[src/rtl/header_adj_mp.sv]
// Card-to-host routing-header adjuster. It drops incoming routing headers and emits N dummy
// headers and the length word, then forwards the payload with a TLAST derived from the length.
module header_adj_mp #(
  parameter int                DATA_W     = 64,
  parameter int                LEN_W      = 32,
  parameter int                HEADER_MAX = 10,
  parameter logic [7:0]        HDR_TAG    = 8'h01,
  parameter logic [DATA_W-1:0] DUMMY_HDR  = {8'h01, {(DATA_W-8){1'b0}}}
) (
  input  logic              CLK,
  input  logic              RST_N,
  input  logic [15:0]       CFG_HDR_N,
  input  logic              S_AXIS_TVALID,
  output logic              S_AXIS_TREADY,
  input  logic              S_AXIS_TLAST,
  input  logic [DATA_W-1:0] S_AXIS_TDATA,
  output logic              M_AXIS_TVALID,
  input  logic              M_AXIS_TREADY,
  output logic              M_AXIS_TLAST,
  output logic [DATA_W-1:0] M_AXIS_TDATA,
  output logic [31:0]       PKT_CNT,
  output logic              ERR_LEN
);

  typedef enum logic [2:0] {S_IDLE, S_HDR, S_LEN, S_PAY, S_DRAIN} state_e;

  localparam logic [15:0] HDR_DEF = 16'(HEADER_MAX);

  state_e              state_q, state_d;
  logic [15:0]         hdr_cnt_q, hdr_cnt_d;
  logic [LEN_W-1:0]    len_r_q, len_r_d;
  logic [LEN_W-1:0]    rem_q, rem_d;
  logic                len_ok_q, len_ok_d;
  logic                reg_valid_q, reg_valid_d;
  logic                reg_last_q, reg_last_d;
  logic [DATA_W-1:0]   reg_data_q, reg_data_d;
  logic                in_done_q, in_done_d;
  logic                drain_pend_q, drain_pend_d;
  logic [31:0]         pkt_cnt_q, pkt_cnt_d;
  logic                err_q, err_d;
  logic                live_q;
  logic [15:0]         hdr_n;
  logic                parser_on;

  assign PKT_CNT = pkt_cnt_q;
  assign ERR_LEN = err_q;

  // NOTE: every always_comb output gets a default first, so no path can infer a latch.
  always_comb begin
    state_d       = state_q;
    hdr_cnt_d     = hdr_cnt_q;
    len_r_d       = len_r_q;
    rem_d         = rem_q;
    len_ok_d      = len_ok_q;
    reg_valid_d   = reg_valid_q;
    reg_last_d    = reg_last_q;
    reg_data_d    = reg_data_q;
    in_done_d     = in_done_q;
    drain_pend_d  = drain_pend_q;
    pkt_cnt_d     = pkt_cnt_q;
    err_d         = err_q;
    S_AXIS_TREADY = 1'b0;
    M_AXIS_TVALID = 1'b0;
    M_AXIS_TLAST  = 1'b0;
    M_AXIS_TDATA  = '0;
    hdr_n         = (CFG_HDR_N == 16'd0) ? HDR_DEF : CFG_HDR_N;
    parser_on     = (state_q inside {S_IDLE, S_HDR, S_LEN}) && !len_ok_q;

    // Ready stays low for the first cycle after reset, so every output reads 0 there.
    if (parser_on) S_AXIS_TREADY = live_q;

    case (state_q)
      S_IDLE: begin
        if (S_AXIS_TVALID) begin
          hdr_cnt_d = hdr_n;
          state_d   = (hdr_n == 16'd0) ? S_LEN : S_HDR;
        end
      end
      S_HDR: begin
        M_AXIS_TVALID = 1'b1;
        M_AXIS_TDATA  = DUMMY_HDR;
        if (M_AXIS_TREADY) begin
          hdr_cnt_d = hdr_cnt_q - 16'd1;
          if (hdr_cnt_q <= 16'd1) state_d = S_LEN;
        end
      end
      S_LEN: begin
        M_AXIS_TVALID = len_ok_q;
        M_AXIS_TDATA  = DATA_W'(len_r_q);
        M_AXIS_TLAST  = len_ok_q && (len_r_q == '0);
        if (len_ok_q && M_AXIS_TREADY) begin
          if (len_r_q == '0) begin
            pkt_cnt_d = pkt_cnt_q + 32'd1;
            len_ok_d  = 1'b0;
            state_d   = S_IDLE;
          end else begin
            rem_d        = len_r_q;
            in_done_d    = 1'b0;
            drain_pend_d = 1'b0;
            state_d      = S_PAY;
          end
        end
      end
      S_PAY: begin
        S_AXIS_TREADY = !in_done_q && (M_AXIS_TREADY || !reg_valid_q);
        M_AXIS_TVALID = reg_valid_q;
        M_AXIS_TDATA  = reg_data_q;
        M_AXIS_TLAST  = reg_last_q;
        if (reg_valid_q && M_AXIS_TREADY) begin
          reg_valid_d = 1'b0;
          if (reg_last_q) begin
            pkt_cnt_d = pkt_cnt_q + 32'd1;
            len_ok_d  = 1'b0;
            state_d   = drain_pend_q ? S_DRAIN : S_IDLE;
          end
        end
        // The terminal word is whichever comes first: length exhausted or input TLAST.
        if (S_AXIS_TVALID && S_AXIS_TREADY) begin
          reg_valid_d = 1'b1;
          reg_data_d  = S_AXIS_TDATA;
          rem_d       = rem_q - LEN_W'(1);
          reg_last_d  = (rem_q == LEN_W'(1)) || S_AXIS_TLAST;
          in_done_d   = reg_last_d;
          if (rem_q == LEN_W'(1) && !S_AXIS_TLAST) begin
            err_d        = 1'b1;
            drain_pend_d = 1'b1;
          end
          if (rem_q != LEN_W'(1) && S_AXIS_TLAST) err_d = 1'b1;
        end
      end
      S_DRAIN: begin
        S_AXIS_TREADY = 1'b1;
        if (S_AXIS_TVALID && S_AXIS_TLAST) state_d = S_IDLE;
      end
      default: state_d = S_IDLE;
    endcase

    if (parser_on && S_AXIS_TVALID && S_AXIS_TREADY &&
        S_AXIS_TDATA[DATA_W-1 -: 8] != HDR_TAG) begin
      len_r_d  = S_AXIS_TDATA[LEN_W-1:0];
      len_ok_d = 1'b1;
    end
  end

  // NOTE: sequential state uses non-blocking assignments only.
  always_ff @(posedge CLK) begin
    if (!RST_N) begin
      state_q      <= S_IDLE;
      hdr_cnt_q    <= '0;
      len_r_q      <= '0;
      rem_q        <= '0;
      len_ok_q     <= 1'b0;
      reg_valid_q  <= 1'b0;
      reg_last_q   <= 1'b0;
      in_done_q    <= 1'b0;
      drain_pend_q <= 1'b0;
      pkt_cnt_q    <= '0;
      err_q        <= 1'b0;
      live_q       <= 1'b0;
    end else begin
      state_q      <= state_d;
      hdr_cnt_q    <= hdr_cnt_d;
      len_r_q      <= len_r_d;
      rem_q        <= rem_d;
      len_ok_q     <= len_ok_d;
      reg_valid_q  <= reg_valid_d;
      reg_last_q   <= reg_last_d;
      in_done_q    <= in_done_d;
      drain_pend_q <= drain_pend_d;
      pkt_cnt_q    <= pkt_cnt_d;
      err_q        <= err_d;
      live_q       <= 1'b1;
    end
  end

  // NOTE: the payload data register is not reset; reg_valid_q alone says whether it holds a word.
  always_ff @(posedge CLK) begin
    reg_data_q <= reg_data_d;
  end

endmodule

[config.mk]
export PLATFORM = sky130hd
export DESIGN_NAME = header_adj_mp
export DESIGN_NICKNAME = d
export VERILOG_FILES = /design/src/rtl/header_adj_mp.sv
export SDC_FILE = /design/constraint.sdc
export NUM_CORES = 1
export LEC_CHECK = 0
export CAP_MARGIN = 10
export CORE_MARGIN = 4
export CORE_UTILIZATION = 30
export CTS_BUF_LIST = sky130_fd_sc_hd__clkbuf_4
export CTS_CLUSTER_DIAMETER = 100
export DETAILED_ROUTE_END_ITERATION = 7
export PLACE_DENSITY = 0.64
export SYNTH_ARGS = -nofsm -noshare
export SYNTH_HDL_FRONTEND = slang
export SYNTH_SLANG_ARGS = --single-unit
[constraint.sdc]
create_clock -name CLK -period 2.3 [get_ports CLK]
set_clock_uncertainty 0.05 [all_clocks]
set_input_delay 0.345 -clock CLK [delete_from_list [all_inputs] [get_ports CLK]]
set_output_delay 0.345 -clock CLK [all_outputs]
set_load 0.01 [all_outputs]
==> qor.csv, run 1 <==
stage,metric,value,unit
routing,drc,0,
clocking,htree_num_levels,4,
layout,design_area,13300,sq um
clocking,root_buffer,clkbuf_4,
synth,synth_fa_ha_area_share,0.925,%
power_and_ir_drop,sw_frac_of_total,38.4,%
sta,tns,-0.341,ns
clocking,cts_buffer_depth,2,
place,pre_cts_ws,-0.135,ns
synth,yosys_warnings,0,
routing,drtAntennaViolNets,0,
layout,fin_nets,1376,
power_and_ir_drop,p_comb_share,40.9,%
synth,synth_compound_area_share,23.0,%
floorplan,die_w,186,um
worst_setup_path,path_cells,nor4_4 > buf_4 > and4_4 > nand4_1 > nand2_1 > buf_2,
sta,min_period,2.40,ns
worst_setup_path,reg2reg_depth,8,
worst_setup_path,endpoint_kind,primary output,
synth,synth-seq-cells,186,
worst_setup_path,slowest_stage,dfxtp_1,
power_and_ir_drop,power_leakage,4.78,nW
sta,worst_pin_slew,0.658,ns
synth,syn-cell-area,9470,sq um
worst_setup_path,critPathRequiredTime,1.90,ns
power_and_ir_drop,switchingPower,3.81,mW
sta,setup_viol,21,
global_route,antenna_found_initial,1,
global_route,grt_pass1_wl,47600,um
worst_setup_path,worst-path-max-fanout,2,
place,placed_area,12400,sq um
global_route,track_usage,16.9,%
global_route,grt_max_degree,68,
clocking,cts_tree,done,
job,cap_violations,0,
sta,max_clock_freq,0.417,GHz
sta,setup_slack,-0.101,ns
worst_setup_path,crit_type,register to primary output,
layout,drive_gt1_share,24.4,%
synth,ys_types,80,
routing,wl,30600,um
floorplan,io_pins,185,
routing,dr_total_vias,9196,
synth,yosys.area_share.simple,23.8,%
floorplan,core.rowCount,64,
synth,synth-async-reset-ratio,0,%
sta,period_share,104,%
clocking,cts_buffers,17,
power_and_ir_drop,p_int,6.11,mW
synth,syn_inst,1034,
synth,synth_top_flop_cell,dfxtp_1,
synth,synth-xor-area-share,0,%
outcome,violations,setup timing,
clocking,hold_buffers,0,
sta,rsz0062_at_grt,yes,
routing,first_iter_violations,725,
synth,synth_top_family_by_area,simple AND/OR/NAND/NOR gates,
min_path,min_path_type,primary input to register,
power_and_ir_drop,vdd_drop_max,0.383,mV
place,numPortBuffers,184,
outcome,status,"complete, but fails checks",
power_and_ir_drop,power_density,748,nW/um^2
synth,ys_seq_area_share,46.1,%
power_and_ir_drop,clockPowerShare,20.0,%
clocking,clkSinkCount,186,
power_and_ir_drop,seqPwrFrac,39.1,%
sta,slew_viol_final,0,
global_route,grtUsageMet2,28.2,%
worst_setup_path,critPathLaunchType,register,
clocking,clk_pin_slew_worst_paths,0.19,ns
global_route,grt_use_met3,4.96,%
layout,nFillCells,2985,
routing,first_pass_iters,6,
floorplan,die_y,186,um
floorplan,core-area,30800,sq um
synth,syn_avg_cell_area,9.16,sq um
routing,viasPerCell,5.43,
routing,wl_per_cell,18.1,um
worst_setup_path,crit_arrival,2.01,ns
global_route,top_usage_layer,met2,
min_path,holdPathStages,3,
global_route,grt_pass1_vias,9061,
synth,synth_edf_count,64,
global_route,gr-total-overflow,0,
place,dp_hpwl,20600,um
global_route,use_met1,21.7,%
synth,synth_fp_nets,1126,
layout,area_growth,40.1,%
floorplan,start_util,30.7,%
synth,muxShareOfSynthArea,1.59,%
sta,maxSlewHeadroom,56.1,%
sta,holdWs,0.119,ns
worst_setup_path,cp_slowest_stage_delay,0.37,ns
place,place_congestion,0.820,
floorplan,die_area,34500,sq um
clocking,clock_latency,0.59,ns
sta,hold_violations,0,
state kept, by name, summed over array words and instances (netlist names):
signal / cells
PKT_CNT: 32
state_q: 3
in_done_q: 1
reg_last_q: 1
live_q: 1
reg_data_q: 64
hdr_cnt_q: 16
rem_q: 32
ERR_LEN: 1
reg_valid_q: 1
len_ok_q: 1
len_r_q: 32
drain_pend_q: 1
through the flow:
| stage | total power, mW | utilization (%) | instances |
|---|---|---|---|
| 4_1_cts | 9.66 | 41.5 | 1682 |
| 6_report | 9.92 | 43.0 | 1694 |
| 3_5_place_dp | 7.41 | 40.1 | 1634 |
| 3_3_place_gp | 7.38 | 40.1 | 1634 |
| 5_1_grt | 10.5 | 43.0 | 1694 |
| 2_1_floorplan | 5.92 | - | 1034 |
cell families after synthesis:
family	count (synthesis)
and+or+nand+nor	396
adders and majority gates	7
DFF	186
buffers and inverters	101
AOI/OAI and AO/OA	329
muxes	15
cells in the mapped netlist (4+ instances only):
cell type / instances / share of area, %
nor2_1: 51 / 2.0
a31oi_1: 13 / 0.86
or4_1: 18 / 1.4
clkbuf_1: 51 / 2.0
o211ai_1: 8 / 0.63
buf_6: 4 / 0.48
a211oi_1: 6 / 0.48
nor3b_1: 4 / 0.32
nor4_2: 8 / 1.1
o31ai_1: 19 / 1.5
nor3_1: 19 / 1.0
o41ai_1: 5 / 0.46
and2_1: 39 / 2.6
and4_1: 4 / 0.37
o21a_1: 7 / 0.56
o21ai_0: 59 / 3.1
o21ai_1: 15 / 0.79
o311ai_1: 5 / 0.46
a21oi_1: 104 / 5.5
mux2i_1: 15 / 1.6
and3_1: 7 / 0.46
dfxtp_1: 122 / 26
nand2_1: 91 / 3.6
or3_1: 10 / 0.66
inv_1: 17 / 0.67
o32ai_1: 10 / 0.93
nor4_1: 21 / 1.4
ha_1: 7 / 0.93
nand4_1: 19 / 1.3
buf_1: 8 / 0.32
nand2b_1: 20 / 1.3
buf_2: 18 / 0.95
a22o_1: 33 / 3.1
a21o_1: 8 / 0.63
edfxtp_1: 64 / 20
o22ai_1: 4 / 0.26
nand3_1: 59 / 3.1
a22oi_1: 7 / 0.56
worst max-delay path: cells and delay by family (launching register included):
kind / cells / cell delay [ns]
buffers and inverters: 2 / 0.30
and+or+nand+nor: 4 / 0.74
DFF: 1 / 0.37
final timing paths:
kind,slack (ns),startpoint,to
worst max-delay path,-0.10,len_r_q[21],M_AXIS_TLAST
worst min-delay path,0.12,RST_N,PKT_CNT[8]
worst max register to register,0.06,state_q[2],rem_q[23]
worst min register to register,0.43,hdr_cnt_q[15],hdr_cnt_q[15]
layout by cell type (no fill, tap or decap), types with 17 or more instances in the layout:
cell type / count
o31ai_1: 19
a21oi_1: 102
nor4_1: 17
clkbuf_4: 17
clkdlybuf4s50_1: 116
buf_6: 45
a22o_1: 29
nand2_1: 91
o21ai_0: 59
dfxtp_1: 117
nand4_1: 19
nand2b_1: 20
or4_1: 18
buf_2: 27
and2_1: 17
edfxtp_1: 64
nor3_1: 18
nand3_1: 59
and2_4: 22
buf_4: 95
nor2_1: 51
layer usage:
| metal | share of wire, % | up-vias |
|---|---|---|
| li1 | - | 4424 |
| met3 | 7.7 | 26 |
| met1 | 43 | 4452 |
| met2 | 48 | 294 |
| met5 | 0 | - |
| met4 | 1.3 | 0 |
what timing repair did:
action / 4_1_cts / 5_1_grt
gates cloned: 3 / 6
hold endpoints to repair: 0 / 0
resized for setup: 309 / 88
setup buffers: 13 / 9
pin swaps: 13 / 32
setup endpoints to repair: 72 / 78
power by group through the flow:
stage | Sequential [mW] | Clock, mW | Combinational (mW)
after floorplan | 3.88 | 0 | 2.04
after global routing | 3.91 | 2.17 | 4.38
after CTS | 3.86 | 2.04 | 3.77
final | 3.88 | 1.98 | 4.06
after detailed placement | 3.92 | 0 | 3.49
after global placement | 3.91 | 0 | 3.47
cell type report:
cell class	instances	area, sq um	area share [%]
sequential	186	4380	33.0
multi-input combinational	747	4900	36.9
antenna	1	2.50	0.0189
timing repair buffer	314	3100	23.3
tap	396	495	3.74
clock buffer	17	128	0.962
clock inverter	15	194	1.46
inverter	18	70.1	0.528
No activity file was read; power rests on OpenSTA's default activity.
==> inputs of run 2 (changes only) <==
ABC_CLOCK_PERIOD_IN_PS = 2300   (was unset)
CTS_CLUSTER_DIAMETER = unset   (was 100)
SLEW_MARGIN = 25   (was unset)
==> results of run 2 <==
No change in the layout: final DEF, timing and power equal those of run 1.
